==> config.mk <==
export PLATFORM = sky130hd
export DESIGN_NAME = spi_edge_sync
export DESIGN_NICKNAME = d
export VERILOG_FILES = /design/src/rtl/spi_edge_sync.sv
export SDC_FILE = /design/constraint.sdc
export NUM_CORES = 1
export LEC_CHECK = 0
export ABC_AREA = 0
export ABC_CLOCK_PERIOD_IN_PS = 900
export CORE_AREA = 2 2 39 41
export CTS_CLUSTER_DIAMETER = 30
export DETAILED_ROUTE_END_ITERATION = 10
export DIE_AREA = 0 0 41 43
export HOLD_SLACK_MARGIN = 0.05
export PLACE_DENSITY = 0.44
export SKIP_LAST_GASP = 1
export SLEW_MARGIN = 40
export SYNTH_ARGS = -nofsm -noshare
export SYNTH_HDL_FRONTEND = slang
export SYNTH_SLANG_ARGS = --single-unit
==> constraint.sdc <==
create_clock -name clk -period 0.9 [get_ports clk]
set_clock_uncertainty 0.2 [all_clocks]
set_input_delay 0.18 -clock clk [delete_from_list [all_inputs] [get_ports clk]]
set_output_delay 0.18 -clock clk [all_outputs]
set_load 0.01 [all_outputs]
==> src/rtl/spi_edge_sync.sv <==
// ---------------------------------------------------------------------------
// spi_edge_sync
// Brings SS_n, SCLK and MOSI into the clk domain through SYNC_STAGES flops
// and produces single-cycle edge pulses from the synchronized levels.
//   clk, rst_n    : system clock, synchronous active-low reset
//   i_ss_n/i_sclk/i_mosi : raw asynchronous SPI inputs
//   o_ss_n        : synchronized slave select level
//   o_ss_fall/rise: synchronized SS_n edge pulses
//   o_in_frame    : SS_n was low on the previous synchronized cycle
//   o_sclk_rise/fall : synchronized SCLK edge pulses
//   o_mosi        : synchronized MOSI
// ---------------------------------------------------------------------------
module spi_edge_sync #(
  parameter int unsigned SYNC_STAGES = 2
) (
  input  logic clk,
  input  logic rst_n,
  input  logic i_ss_n,
  input  logic i_sclk,
  input  logic i_mosi,
  output logic o_ss_n,
  output logic o_ss_fall,
  output logic o_ss_rise,
  output logic o_in_frame,
  output logic o_sclk_rise,
  output logic o_sclk_fall,
  output logic o_mosi
);

  logic [SYNC_STAGES-1:0] r_ss_sync;
  logic [SYNC_STAGES-1:0] r_sclk_sync;
  logic [SYNC_STAGES-1:0] r_mosi_sync;
  logic                   r_ss_prev;
  logic                   r_sclk_prev;
  logic                   w_ss;
  logic                   w_sclk;

  always_ff @(posedge clk) begin
    if (!rst_n) begin
      // Idle bus: deselected, SCLK high.
      r_ss_sync   <= {SYNC_STAGES{1'b1}};
      r_sclk_sync <= {SYNC_STAGES{1'b1}};
      r_mosi_sync <= '0;
      r_ss_prev   <= 1'b1;
      r_sclk_prev <= 1'b1;
    end else begin
      r_ss_sync[0]   <= i_ss_n;
      r_sclk_sync[0] <= i_sclk;
      r_mosi_sync[0] <= i_mosi;
      for (int i = 1; i < SYNC_STAGES; i++) begin
        r_ss_sync[i]   <= r_ss_sync[i-1];
        r_sclk_sync[i] <= r_sclk_sync[i-1];
        r_mosi_sync[i] <= r_mosi_sync[i-1];
      end
      r_ss_prev   <= w_ss;
      r_sclk_prev <= w_sclk;
    end
  end

  always_comb begin
    w_ss        = r_ss_sync[SYNC_STAGES-1];
    w_sclk      = r_sclk_sync[SYNC_STAGES-1];
    o_ss_n      = w_ss;
    o_ss_fall   = r_ss_prev & ~w_ss;
    o_ss_rise   = ~r_ss_prev & w_ss;
    // Still true on the cycle SS_n rise is seen, so a coincident SCLK rise
    // is sampled before the frame-end decision.
    o_in_frame  = ~r_ss_prev;
    o_sclk_rise = ~r_sclk_prev & w_sclk;
    o_sclk_fall = r_sclk_prev & ~w_sclk;
    o_mosi      = r_mosi_sync[SYNC_STAGES-1];
  end

endmodule

* Word-level counts from Yosys, hierarchy flattened
Cells that the tools add are included.
Widths: inputs -> output; s select.
** Storage, ports and cells
- Output and inout port bits :: 7
- Logic and storage cells :: 13
- Bits of input ports :: 5
- Flip-flop bits (word level) :: 8
** Cells by class
- Bitwise operators :: 8
** Operators with widths (number)
- $and 1x1->1 :: 4
- $not 1->1 :: 4

* Depth between registers and ports, before layout
- Word-level depth :: 2
- Depth in mapped cells :: 1
- Depth with buffers taken out :: 1

* Worst setup path after synthesis
No wires, ideal clock.
- Path type :: register to output
- From :: reg r_ss_sync[1]
- To :: out o_ss_rise
- Stages on the path, launching flop included :: 2
- Buffers on the path :: 0
- Arrival time :: 0.608 ns
- Required time :: 0.520 ns
- Path slack :: -0.088 ns
- Cells stage by stage :: dfxtp_1 nor2b_1
** Between the ends
- Longest elaborated chain between the ends :: 1
** RTL lines
- start, declared :: line 30 : logic [SYNC_STAGES-1:0] r_ss_sync;
- start signal, assigned :: line 41 : r_ss_sync <= {SYNC_STAGES{1'b1}};
- start signal, assigned by index :: line 51 : r_ss_sync[i] <= r_ss_sync[i-1];
- $and 1x1->1 :: line 65 : o_ss_rise = ~r_ss_prev & w_ss;
- end, declared :: line 23 : output logic o_ss_rise,
Every way passes these cells.

* Final worst setup path
- From :: reg r_ss_prev
- To :: out o_ss_rise
** Between the ends
- Longest elaborated chain between the ends :: 2
** RTL lines
- start, declared :: line 33 : logic r_ss_prev;
- start signal, assigned :: line 55 : r_ss_prev <= w_ss;
- $not 1->1 :: line 65
- $and 1x1->1 :: line 65
Every way passes these cells.

==> results.py <==
metrics = {
    "outcome": {
        "status": "finished, violations left",
        "violations": "setup timing",
    },
    "yosys": {
        "synth_top_family_by_area": "simple AND/OR/NAND/NOR gates",
        "yosysWarningCount": 0,
        "netlist_area_um2": 239.0,
        "synth_area_leader_cell": "dfxtp_1",
        "synth_top_area_frac": 0.6702,
        "synth-adder-area-share": 0,
        "synth_compound_area_frac": 0,
        "yosysSeqAreaShare": 0.6702,
        "mappedNetlistNets": 26,
        "synth_xor_area_frac": 0,
        "yosys.area_share.simple": 0.3141,
        "yosys-top-cells-area": "dfxtp_1, nand2b_1, nor2b_1",
        "postSynthCellCount": 21,
        "avgSynthCellArea_um2": 11.38,
        "synth_seq_cells": 8,
        "muxShareOfSynthArea": 0,
        "synth_cell_types": 5,
    },
    "clock_network": {
        "clk_latency_ns": 0.25,
        "cts_buffers": 3,
        "htreeDepth": 1,
        "cts.path.max_buffers": 2,
        "cts_sinks": 8,
        "clockRootBuffer": "clkbuf_4",
        "clk_pin_slew_ns": 0.05,
        "cts_tree": "built",
    },
    "floorplanning": {
        "chipHeight_um": 43,
        "core_um2": 1384,
        "rows": 14,
        "io_pins": 12,
        "die_area_um2": 1763,
        "die_w_um": 41,
        "start_util": 0.1727,
    },
    "min_path": {
        "holdPathEnd": "r_sclk_sync[0]$_SDFF_PN1_",
        "hold_path_class": "primary input to flip-flop",
        "holdCritStartpoint": "rst_n",
        "min_path_cells": 2,
    },
    "finish": {
        "finalNonFillerCells": 52,
        "final_area_um2": 401.6,
        "drive_above_1_share": 0.4722,
        "fin_util": 0.2902,
        "final_nets": 43,
        "syn_to_final_growth_pct": 68.06,
        "diodes": 0,
    },
    "sta": {
        "min_period_ns": 1.259,
        "final.period_utilization": 1.399,
        "tightestPinTransition_ns": 0.2474,
        "final_max_slew_viol_count": 0,
        "fmax_mhz": 794.1,
        "finalSetupTns_ns": -1.841,
        "finalSetupViolations": 7,
        "maxSlewHeadroom": 0.8351,
        "finalWorstSetupSlack_ns": -0.3593,
        "hold_viol": 0,
        "rsz0062_at_grt": "yes",
    },
    "setup_path": {
        "worst_r2r_path_depth": 1,
        "cp_common_cell": "buf_6",
        "r2r_start": "r_ss_sync[1]$_SDFF_PN1_",
        "crit_path_top_delay_cell": "dfxtp_2",
        "crit_chain": "buf_6 > nor2b_4 > buf_6",
        "r2r_slack_ns": 0.10,
        "end_kind": "output port",
        "r2r-end": "r_ss_prev$_SDFF_PN1_",
        "arrival_ns": 0.88,
        "crit_path_start_kind": "flip-flop",
        "cp_max_fo": 3,
        "cp.required_ns": 0.52,
        "crit_type": "flip-flop to output port",
        "cpPeakStageDelay_ns": 0.32,
    },
    "route": {
        "viasPerCell": 3.327,
        "top_layer": "met3",
        "drt_first_pass_iters": 2,
        "drtAntennaViolNets": 0,
        "wl_met2_um": 153,
        "avgRoutedWirePerCell_um": 7.192,
        "routed_wl_um": 374,
        "drt-met1-wl_um": 139,
        "drt_iter0_markers": 2,
        "vias": 173,
        "dr_wl_met3_um": 82,
        "drc": 0,
    },
    "global_route": {
        "grt_pass1_wl_um": 524,
        "antenna_found_initial": 0,
        "grt_pass1_vias": 141,
        "grt_overflow": 0,
        "grt_max_degree": 9,
        "track_usage": 0.05455,
    },
    "power": {
        "leakage_uw": 0.0001897,
        "ir_drop_mv": 0.6921,
        "p_per_area_nw_per_um2": 1734,
    },
    "placed_design": {
        "numPortBuffers": 11,
        "place.gp.congestion": 0.5186,
        "pre_cts_slack_ns": -0.5057,
        "place_area_um2": 386.6,
        "place_inst": 48,
    },
    "flow_run": {
        "drv_cap": 0,
    },
}
power by group:
group / leakage (uW) / internal (uW) / switching (uW)
Combinational: 0.000111 / 39.2 / 19.6
Sequential: 0.0000649 / 369 / 6.41
Clock: 0.0000138 / 152 / 110
Total: 0.000190 / 560 / 136
synth_stat cells:
library cell and instances:
and2_1 2, dfxtp_1 8, inv_1 1, nand2b_1 6, nor2b_1 4
sequential cells by signal (all words and copies together) (netlist names):
signal / cells
r_ss_prev: 1
r_sclk_prev: 1
r_mosi_sync: 2
r_ss_sync: 2
r_sclk_sync: 2
cell families (layout without fill, tap and decap cells):
family | count (synthesis) | in the layout
buf+inv | 1 | 16
flops | 8 | 8
simple gates | 12 | 12
timing repair:
action	in CTS	in global routing
resized for setup	35	0
hold buffers	0	0
cloned	0	0
setup endpoints to repair	15	7
endpoints found under the hold margin	0	0
buffers inserted	1	0
routing by layer:
metal  vias up  global-route usage
li1         93                   -
met3         0             0.09424
met2        15             0.06250
met5         -                   0
met4         0             0.02000
met1        65             0.04262
final cells by class:
cell class | count | area [um^2]
multi-input combinational | 12 | 90.09
clock buffer | 3 | 22.52
sequential | 8 | 167.7
tap | 16 | 20.02
fill | 148 | 982.2
inverter | 1 | 3.754
timing repair buffer | 12 | 97.59
worst max path at each step:
| stage | end | depth (start not counted) | start | slack (ns) |
|---|---|---|---|---|
| finish | o_ss_rise | 3 | r_ss_prev$_SDFF_PN1_ | -0.36 |
| global route | o_ss_rise | 3 | r_ss_prev$_SDFF_PN1_ | -0.41 |
| CTS | o_ss_rise | 3 | r_ss_prev$_SDFF_PN1_ | -0.37 |
| detailed placement | o_ss_rise | 2 | r_ss_sync[1]$_SDFF_PN1_ | -0.51 |
| global placement | o_ss_rise | 2 | r_ss_sync[1]$_SDFF_PN1_ | -0.48 |
| floorplan | o_ss_rise | 1 | r_ss_sync[1]$_SDFF_PN1_ | -0.02 |
layout by cell type (no fill, tap or decap):
cell / n
nand2b_1: 6
buf_2: 5
dfxtp_1: 4
clkbuf_4: 3
clkdlybuf4s50_1: 3
buf_6: 3
dfxtp_2: 3
nor2b_1: 2
nor2b_4: 2
and2_1: 2
inv_1: 1
dlygate4sd2_1: 1
dfxtp_4: 1
through the flow:
| step | hold slack [ns] | total power [uW] |
|---|---|---|
| 2_1_floorplan | 0.05297 | 406.4 |
| 3_3_place_gp | 0.1900 | 447.6 |
| 3_5_place_dp | 0.1916 | 449.0 |
| 4_1_cts | 0.1627 | 712.6 |
| 5_1_grt | 0.1801 | 739.1 |
| 6_report | 0.1654 | 696.2 |
critical path: cells and delay by family, from the launching register on:
| kind | cells | cell delay, ns |
|---|---|---|
| flip-flops | 1 | 0.32 |
| buffers and inverters | 2 | 0.21 |
| AND/OR/NAND/NOR | 1 | 0.09 |
Power figures use the tool's default switching activity.
